File: src/rtl/dr_pkg.sv
// Shared definitions for the dual-rail transmit front end: FSM encoding and
// synchronizer settings.
package dr_pkg;

  typedef enum logic [1:0] {
    ST_IDLE   = 2'd0,
    ST_DATA   = 2'd1,
    ST_SPACER = 2'd2
  } dr_state_e;

  localparam int unsigned SYNC_STAGES  = 2;
  localparam logic        SYNC_RST_VAL = 1'b1;

endpackage : dr_pkg

File: src/rtl/dr_tx_ctrl_if.sv
// Source valid/ready bus plus transmitter data/in_rdy/ack lines of dr_tx_ctrl.
// master = upstream source and receiver side, slave = dr_tx_ctrl.
interface dr_tx_ctrl_if #(
  parameter int unsigned N = 16
) ();

  logic [N-1:0] s_data;
  logic         s_valid;
  logic         s_ready;
  logic [N-1:0] tx_data;
  logic         tx_rdy;
  logic         ack_async;

  modport master (
    output s_data, s_valid, ack_async,
    input  s_ready, tx_data, tx_rdy
  );

  modport slave (
    input  s_data, s_valid, ack_async,
    output s_ready, tx_data, tx_rdy
  );

endinterface : dr_tx_ctrl_if

File: src/rtl/dr_sync2.sv
// Generic multi-flop synchronizer with synchronous active-low reset and a
// configurable reset value.
module dr_sync2
  import dr_pkg::*;
#(
  parameter int unsigned STAGES  = SYNC_STAGES,
  parameter logic        RST_VAL = 1'b0
) (
  input  logic clk,
  input  logic rst_n,
  input  logic d_i,
  output logic q_o
);

  logic [STAGES-1:0] sync_q;

  always_ff @(posedge clk) begin
    if (!rst_n) begin
      sync_q <= {STAGES{RST_VAL}};
    end else begin
      sync_q <= {sync_q[STAGES-2:0], d_i};
    end
  end

  assign q_o = sync_q[STAGES-1];

endmodule : dr_sync2

File: src/rtl/dr_tx_ctrl.sv
// Synchronous front end for the dual-rail transmitter: FIFO plus 4-phase RZ
// handshake sequencer. Optional ack timeout flag via DR_TX_CTRL_TIMEOUT_EN.
module dr_tx_ctrl
  import dr_pkg::*;
#(
  parameter int unsigned N           = 16,
  parameter int unsigned DEPTH       = 4
`ifdef DR_TX_CTRL_TIMEOUT_EN
  ,
  parameter int unsigned TIMEOUT_CYC = 1024
`endif
) (
  input  logic                   clk,
  input  logic                   rst_n,
  dr_tx_ctrl_if.slave            bus,
  output logic                   busy,
  output logic [$clog2(DEPTH):0] fifo_count
`ifdef DR_TX_CTRL_TIMEOUT_EN
  ,
  output logic                   err_timeout
`endif
);

  localparam int unsigned AW = $clog2(DEPTH);
  localparam int unsigned PW = AW + 1;

  logic             ack_s;
  logic [N-1:0]     mem_q [DEPTH];
  logic [PW-1:0]    wptr_q, wptr_d;
  logic [PW-1:0]    rptr_q, rptr_d;
  logic             full_c, empty_c;
  logic             push_c, pop_c;
  logic             adv_c;
  dr_state_e        state_q;
  logic             tx_rdy_q;
  logic [N-1:0]     tx_data_q;

  dr_sync2 #(
    .STAGES  (SYNC_STAGES),
    .RST_VAL (SYNC_RST_VAL)
  ) u_ack_sync (
    .clk   (clk),
    .rst_n (rst_n),
    .d_i   (bus.ack_async),
    .q_o   (ack_s)
  );

  // Circular buffer: extra pointer MSB distinguishes full from empty.
  assign empty_c = (wptr_q == rptr_q);
  assign full_c  = (wptr_q[AW] != rptr_q[AW]) && (wptr_q[AW-1:0] == rptr_q[AW-1:0]);
  assign push_c  = bus.s_valid & ~full_c;
  assign pop_c   = (state_q == ST_IDLE) & ~empty_c;

  always_comb begin
    wptr_d = wptr_q + PW'(push_c);
    rptr_d = rptr_q + PW'(pop_c);
  end

  always_ff @(posedge clk) begin
    if (!rst_n) begin
      wptr_q <= '0;
      rptr_q <= '0;
    end else begin
      wptr_q <= wptr_d;
      rptr_q <= rptr_d;
    end
  end

  always_ff @(posedge clk) begin
    if (push_c) begin
      mem_q[wptr_q[AW-1:0]] <= bus.s_data;
    end
  end

  // FSM leaves its current state when this is high.
  always_comb begin
    adv_c = 1'b0;
    case (state_q)
      ST_IDLE:   adv_c = ~empty_c;
      ST_DATA:   adv_c = ack_s;
      ST_SPACER: adv_c = ~ack_s;
      default:   adv_c = 1'b1;
    endcase
  end

  // Resetting into SPACER forces a wait for ack low before the first word.
  always_ff @(posedge clk) begin
    if (!rst_n) begin
      state_q   <= ST_SPACER;
      tx_rdy_q  <= 1'b0;
      tx_data_q <= '0;
    end else begin
      case (state_q)
        ST_IDLE: begin
          if (adv_c) begin
            tx_data_q <= mem_q[rptr_q[AW-1:0]];
            tx_rdy_q  <= 1'b1;
            state_q   <= ST_DATA;
          end
        end
        ST_DATA: begin
          if (adv_c) begin
            tx_rdy_q <= 1'b0;
            state_q  <= ST_SPACER;
          end
        end
        ST_SPACER: begin
          if (adv_c) begin
            state_q <= ST_IDLE;
          end
        end
        default: begin
          tx_rdy_q <= 1'b0;
          state_q  <= ST_SPACER;
        end
      endcase
    end
  end

`ifdef DR_TX_CTRL_TIMEOUT_EN
  localparam int unsigned TW = (TIMEOUT_CYC > 2) ? $clog2(TIMEOUT_CYC) : 1;

  logic [TW-1:0] to_cnt_q, to_cnt_d;
  logic          err_q;

  // Saturating dwell counter, cleared whenever the FSM changes state.
  always_comb begin
    to_cnt_d = to_cnt_q;
    if (adv_c) begin
      to_cnt_d = '0;
    end else if ((state_q != ST_IDLE) && (to_cnt_q != TW'(TIMEOUT_CYC - 1))) begin
      to_cnt_d = to_cnt_q + TW'(1);
    end
  end

  always_ff @(posedge clk) begin
    if (!rst_n) begin
      to_cnt_q <= '0;
      err_q    <= 1'b0;
    end else begin
      to_cnt_q <= to_cnt_d;
      if (to_cnt_q == TW'(TIMEOUT_CYC - 1)) begin
        err_q <= 1'b1;
      end
    end
  end

  assign err_timeout = err_q;
`endif

  assign bus.s_ready = ~full_c;
  assign bus.tx_data = tx_data_q;
  assign bus.tx_rdy  = tx_rdy_q;
  assign busy        = ~empty_c | (state_q != ST_IDLE);
  assign fifo_count  = wptr_q - rptr_q;

endmodule : dr_tx_ctrl

File: src/flat_wrapper.sv
// flat-port wrapper written by rule: the top's interface ports become plain ports
module dr_tx_ctrl_flat import dr_pkg::*;
#(
  parameter int unsigned N           = 16,
  parameter int unsigned DEPTH       = 4

)
  (clk, rst_n, busy, fifo_count, bus_s_data, bus_s_valid, bus_ack_async, bus_s_ready, bus_tx_data, bus_tx_rdy);
  dr_tx_ctrl_if #(.N(N)) bus_i ();
  input  logic clk;
  input  logic rst_n;
  output logic busy;
  output logic [$clog2(DEPTH):0] fifo_count;
  input wire logic [$bits(bus_i.s_data)-1:0] bus_s_data;
  input wire logic [$bits(bus_i.s_valid)-1:0] bus_s_valid;
  input wire logic [$bits(bus_i.ack_async)-1:0] bus_ack_async;
  output wire logic [$bits(bus_i.s_ready)-1:0] bus_s_ready;
  output wire logic [$bits(bus_i.tx_data)-1:0] bus_tx_data;
  output wire logic [$bits(bus_i.tx_rdy)-1:0] bus_tx_rdy;
  assign bus_i.s_data = bus_s_data;
  assign bus_i.s_valid = bus_s_valid;
  assign bus_i.ack_async = bus_ack_async;
  assign bus_s_ready = bus_i.s_ready;
  assign bus_tx_data = bus_i.tx_data;
  assign bus_tx_rdy = bus_i.tx_rdy;
  dr_tx_ctrl #(.N(N), .DEPTH(DEPTH)) u_core (.clk(clk), .rst_n(rst_n), .bus(bus_i), .busy(busy), .fifo_count(fifo_count));
endmodule
File: config.mk
export PLATFORM = sky130hd
export DESIGN_NAME = dr_tx_ctrl_flat
export DESIGN_NICKNAME = d
export VERILOG_FILES = /design/src/rtl/dr_pkg.sv /design/src/rtl/dr_tx_ctrl_if.sv /design/src/rtl/dr_sync2.sv /design/src/rtl/dr_tx_ctrl.sv /design/src/flat_wrapper.sv
export SDC_FILE = /design/constraint.sdc
export NUM_CORES = 1
export LEC_CHECK = 0
export CORE_MARGIN = 5
export CORE_UTILIZATION = 40
export DETAILED_ROUTE_END_ITERATION = 8
export GPL_TIMING_DRIVEN = 0
export REMOVE_ABC_BUFFERS = 1
export SYNTH_ARGS = -nofsm -noshare
export SYNTH_HDL_FRONTEND = slang
export SYNTH_HIERARCHICAL = 1
export SYNTH_SLANG_ARGS = --single-unit
File: constraint.sdc
create_clock -name clk -period 5.3 [get_ports clk]
set_clock_uncertainty 0.1 [all_clocks]
set_input_delay 1.06 -clock clk [delete_from_list [all_inputs] [get_ports clk]]
set_output_delay 1.06 -clock clk [all_outputs]
set_load 0.02 [all_outputs]
Word-level counts from Yosys, hierarchy flattened
Memory sizes are Yosys's and may differ from the RTL's. A register that Yosys moved wholly into a read port is not among the register bits.
Cells that the tools add are included.
{"block": "op_classes", "add_sub_neg": 3, "mul": 0, "n_shift": 0, "magnitude_cmp": 0, "n_eq_ne": 8, "n_bitwise": 7, "mux": 10, "div": 0, "reduce_logical": 7}
{"cell": "$add A3 B1 Y3", "count": 2}
{"cell": "$mux W2", "count": 3}
{"cell": "$ne A2 B1 Y1 const B", "count": 3}
{"cell": "$pmux W1 S3", "count": 2}
{"cell": "$pmux W2 S3", "count": 1}
{"cell": "$reduce_and A3 Y1", "count": 2}
{"cell": "$mux W1", "count": 4}
{"cell": "$not A1 Y1", "count": 4}
{"cell": "$eq A3 B3 Y1", "count": 1}
{"cell": "$sub A3 B3 Y3", "count": 1}
{"cell": "$and A1 B1 Y1", "count": 2}
{"cell": "$eq A2 B1 Y1 const B", "count": 1}
{"cell": "$eq A2 B2 Y1", "count": 1}
{"cell": "$eq A2 B2 Y1 const B", "count": 1}
{"cell": "$logic_not A2 Y1", "count": 1}
{"cell": "$reduce_and A2 Y1", "count": 1}
{"cell": "$reduce_bool A2 Y1", "count": 1}
{"cell": "$logic_and A1 B1 Y1", "count": 1}
{"cell": "$logic_not A1 Y1", "count": 1}
{"cell": "$ne A1 B1 Y1", "count": 1}
{"cell": "$or A1 B1 Y1", "count": 1}
{"block": "totals", "ramBits": 64, "in_bits": 20, "latch_bits": 0, "ff_bits": 11, "memories": 1, "rom_bits": 0}
{"name": "u_core.mem_q", "depth": 4, "word_bits": 16, "read_ports": 1, "rd_ports_with_merged_regs": 1, "write_ports": 1, "line": "dr_tx_ctrl.sv:28", "source": "logic [N-1:0] mem_q [DEPTH];"}

Longest topological paths before layout
Gate-level depths: netlist of the first run.
{"block": "depth", "depth_word": 6, "depth_mapped": 11, "depth_no_buf": 9}

Modules after synthesis
Netlist of the first run, hierarchy kept.
{"mod": "dr_tx_ctrl", "area_per_inst_um2": 3701.0, "cells_each": 228, "instances": 1}
{"mod": "dr_sync2", "area_per_inst_um2": 52.6, "cells_each": 4, "instances": 1}

Worst setup path before layout of the first run
Ideal clock, no wire load.
{"block": "synth_path", "path_type": "reg-to-reg", "from": "register u_core.rptr_q[1]", "to": "memory u_core.mem_q[0][0], enable pin", "slack_ns": 2.193, "synth_period_minus_slack_ns": 3.107, "arrival_time_ns": 2.598, "path_stages_with_launch": 8, "required_ns": 4.791, "cell_sequence": "dfxtp_1 buf_2 buf_2 inv_1 ha_1 nand2_1 o21ai_0 nor3_1"}
{"block": "synth_between", "elab_chain_cells": 6}
{"element": "start, declared", "line": "dr_tx_ctrl.sv:30", "source": "logic [PW-1:0] rptr_q, rptr_d;"}
{"element": "start signal, assigned", "line": "dr_tx_ctrl.sv:65", "source": "rptr_q <= rptr_d;"}
{"element": "$eq A2 B2 Y1", "line": "dr_tx_ctrl.sv:50", "source": "assign full_c = (wptr_q[AW] != rptr_q[AW]) && (wptr_q[AW-1:0] == rptr_q[AW-1:0]);"}
{"element": "$logic_and A1 B1 Y1", "line": "dr_tx_ctrl.sv:50"}
{"element": "$not A1 Y1", "line": "dr_tx_ctrl.sv:51", "source": "assign push_c = bus.s_valid & ~full_c;"}
{"element": "$and A1 B1 Y1", "line": "dr_tx_ctrl.sv:51"}
{"element": "$mux W1", "line": "dr_tx_ctrl.sv:70", "source": "if (push_c) begin"}
{"element": "$mux W1 (implied by the code)", "line": "dr_tx_ctrl.sv:71", "source": "mem_q[wptr_q[AW-1:0]] <= bus.s_data;"}
{"element": "end, declared", "line": "dr_tx_ctrl.sv:28"}
No other way between the ends.

Final worst setup path of the first run
{"block": "layout_path", "from": "register u_core.rptr_q[0]", "to": "output port busy"}
{"block": "layout_between", "elab_chain_cells": 3}
{"element": "$eq A3 B3 Y1", "line": "dr_tx_ctrl.sv:49", "source": "assign empty_c = (wptr_q == rptr_q);"}
{"element": "$not A1 Y1", "line": "dr_tx_ctrl.sv:154", "source": "assign busy = ~empty_c | (state_q != ST_IDLE);"}
{"element": "$or A1 B1 Y1", "line": "dr_tx_ctrl.sv:154"}
{"element": "end, declared", "line": "flat_wrapper.sv:12", "source": "output logic busy;"}
No other way between the ends.

==> impl_results.md, run 1 <==
* Status: complete, no violations
* Worst R2R Path Depth at 6
* Overflow after GRT at 0
* Synth Warn # at 6
* Worst Max-Slew Pin Slew at 1190 ps
* Pleak at 1.53 nW
* Vias post-DR at 2,140
* Worst Path Required at 4140 ps
* Setup WS post-layout at 750 ps
* DP Worst Slack at 1030 ps
* Reg2Reg Setup Slack at 1280 ps
* Crit Path Category: reg -> out
* Main flop type after synthesis: edfxtp_1
* WP data arrival at 3390 ps
* Final Hold Slack at 311 ps
* Via density at 5.46
* Gate count of the mapped netlist at 232
* Ant diodes at 0
* HP Start: u_core/u_ack_sync/sync_q[0]$_SDFF_PN1_
* # setup viols final at 0
* Clock-pin slew on the worst setup and hold paths at 80 ps
* DRT iter0 DRCs at 56
* Die X-Extent at 107 µm
* Clk_lat worst skew at 340 ps
* TritonCTS Buffers at 9
* Nets@finish at 303
* Maximum VDD drop at 153 µV
* Io pins at 42
* Most common cell after layout, fill and taps aside: edfxtp_1
* Routability Congestion at 0.674
* Post-route cell area at 4560 µm²
* Total GRT Usage at 13.5%
* Post-Syn Area at 3750 µm²
* First-pass GRT wire length at 11,600 µm
* CTS root buf: clkbuf_8
* Seq cells post-synth at 91
* Post-route core utilization at 49.6%
* Total die area at 11,400 µm²
* Hold Path End: u_core/u_ack_sync/sync_q[1]$_SDFF_PN1_
* Cell Rows at 35
* DRC viols at 0
* Bufs on Longest Clock Path at 2
* Achievable frequency at 0.220 GHz
* Placed cells at 376
* MaxCap Viol Count at 0
* Worst r2r src: u_core/rptr_q[0]$_SDFF_PN0_
* Average wire per standard cell at 18.6 µm
* Routed Antenna Nets at 0
* Worst Hold Depth at 1
* Startpoint Class: register
* PwrDens at 328 nW/µm²
* RSZ-0062 raised after global routing: false
* Post-Syn Area per Cell at 16.2 µm²
* Die H at 107 µm
* Asr flop ratio synth at 0%
* Area delta synth->final at 21.4%
* Final Critical Period at 4550 ps
* Final Non-Filler Cells at 392
* CTS Hold Bufs at 0
* Most frequent cells in the layout: edfxtp_1 (64), clkdlybuf4s50_1 (41), dfxtp_1 (27), nand2_1 (19), or2_2 (16)
* Proportion of layout cells with a drive suffix above 1 at 22.4%
* Relative slew slack at 20.4%
* DP HPWL at 4770 µm
* EDFF count, synth at 64
* Total of fill cells in the finished design at 809
* Fin. max-slew vios at 0
* Initial antenna violation count at 0
* Core area at 9200 µm²
* Final total power at 1.49 mW
* Setup TNS at 0 ps
* CTS tree: done
* Post-CTS Setup Bufs at 0
* Placed instance area at 4350 µm²
* IO buf count at 41
* WL final at 7270 µm
* Crit Path Max Fanout at 20
* CTS Sinks at 91
* DRT Pass-1 Iters at 4
* Initial core utilization at 40.8%
* # resized after CTS at 0
* Largest net degree at the start of global routing at 29
* Worst min-delay path category: reg -> reg
* Sequential share of the synthesized area at 65.6%
* RR Endpoint: u_core/mem_q[0][7]$_DFFE_PP_
* CTS H-tree lvls at 3
* Vias in the first global route at 2,278
* Synth unique cells at 32
* CP endpoint kind: primary output
* Final hold vios at 0
* Area of the multi-input gates at 1190 µm²
* Register area at 2460 µm²
* Period utilization at 85.8%
==> final cells by class <==
class	instances	share of cell area [%]
tap	111	3.05
inverter	7	0.577
timing repair buffer	48	11.6
clock inverter	5	1.73
sequential	91	54.0
multi-input combinational	119	26.1
clock buffer	11	2.88
==> cell families (layout without fill, tap and decap cells) <==
group | after synthesis | in the layout | synth area share [%]
AND/OR/NAND/NOR | 52 | 52 | 7.20
AO/OA/AOI/OAI | 39 | 39 | 9.40
XOR/XNOR | 5 | 5 | 1.37
buffers and inverters | 22 | 71 | 3.70
adder cells (fa/ha/maj) | 7 | 7 | 2.53
multiplexers | 16 | 16 | 10.2
flip-flops | 91 | 91 | 65.6
==> flip-flops by register name, summed over array words and instances (netlist names) <==
name                      cells
u_core/mem_q                 64
u_core/bus.tx_rdy             1
u_core/rptr_q                 3
u_core/u_ack_sync/sync_q      2
u_core/wptr_q                 3
u_core/bus.tx_data           16
u_core/state_q                2
==> critical path, cell delays in order, from the launching register on <==
cell and delay [ps]:
dfxtp_1 1100, ha_1 430, nand2_1 540, buf_16 240, nor2_1 50, nand2_1 50, clkdlybuf4s50_1 610
==> layer usage <==
layer | GRT usage (%) | share of wire, % | vias up
li1 | - | - | 995
met1 | 15.4 | 41 | 1099
met2 | 25.0 | 55 | 34
met3 | 2.17 | 2.2 | 12
met4 | 5.48 | 1.8 | 0
met5 | 0 | 0 | -
==> where the power goes <==
| part | switching, mW | internal [mW] | total (mW) |
|---|---|---|---|
| clock | 0.233 | 0.265 | 0.498 |
| combinational | 0.0954 | 0.0826 | 0.178 |
| sequential | 0.0177 | 0.799 | 0.817 |
| total | 0.346 | 1.15 | 1.49 |
==> how the worst max path moves through the flow <==
stage,startpoint,to,cells past startpoint
after floorplan,u_core/rptr_q[0]$_SDFF_PN0_,u_core/mem_q[0][0]$_DFFE_PP_,4
after global placement,u_core/rptr_q[0]$_SDFF_PN0_,u_core/mem_q[1][14]$_DFFE_PP_,4
after detailed placement,u_core/rptr_q[0]$_SDFF_PN0_,busy,6
after CTS,u_core/rptr_q[0]$_SDFF_PN0_,busy,6
after global routing,u_core/rptr_q[0]$_SDFF_PN0_,busy,6
final,u_core/rptr_q[0]$_SDFF_PN0_,busy,6
==> Yosys cell counts, types with 2 or more instances <==
cell / number / area [µm²]
and2_1: 6 / 37.5
ha_1: 6 / 75.1
o211ai_2: 10 / 125
mux4_2: 10 / 225
inv_1: 7 / 26.3
nand2_1: 19 / 71.3
o311ai_0: 4 / 35.0
o211ai_1: 6 / 45.0
xor2_1: 2 / 17.5
o311ai_1: 12 / 105
edfxtp_1: 64 / 1920
nor3_1: 4 / 20.0
o21ai_0: 4 / 20.0
nor2_1: 3 / 11.3
buf_6: 4 / 45.0
mux4_1: 6 / 158
dfxtp_1: 27 / 541
buf_2: 4 / 20.0
or2_2: 16 / 100
xnor2_1: 2 / 17.5
nand2b_1: 2 / 12.5
clkbuf_1: 4 / 15.0
Note: power is estimated with default switching activity, not from simulation.
==> run 2: changes to the inputs <==
- clock period: 5.3 -> 5.58 ns (I/O delays scaled with it)
==> results of run 2 <==
Same layout as run 1 (identical final DEF). Status: complete, no violations.
Main changes from that run: setup slack after placement 1030 ps -> 1250 ps; setup slack after layout 750 ps -> 974 ps; register-to-register setup slack 1280 ps -> 1560 ps; total power 1.49 mW -> 1.42 mW; worst IR drop on VDD 153 µV -> 145 µV
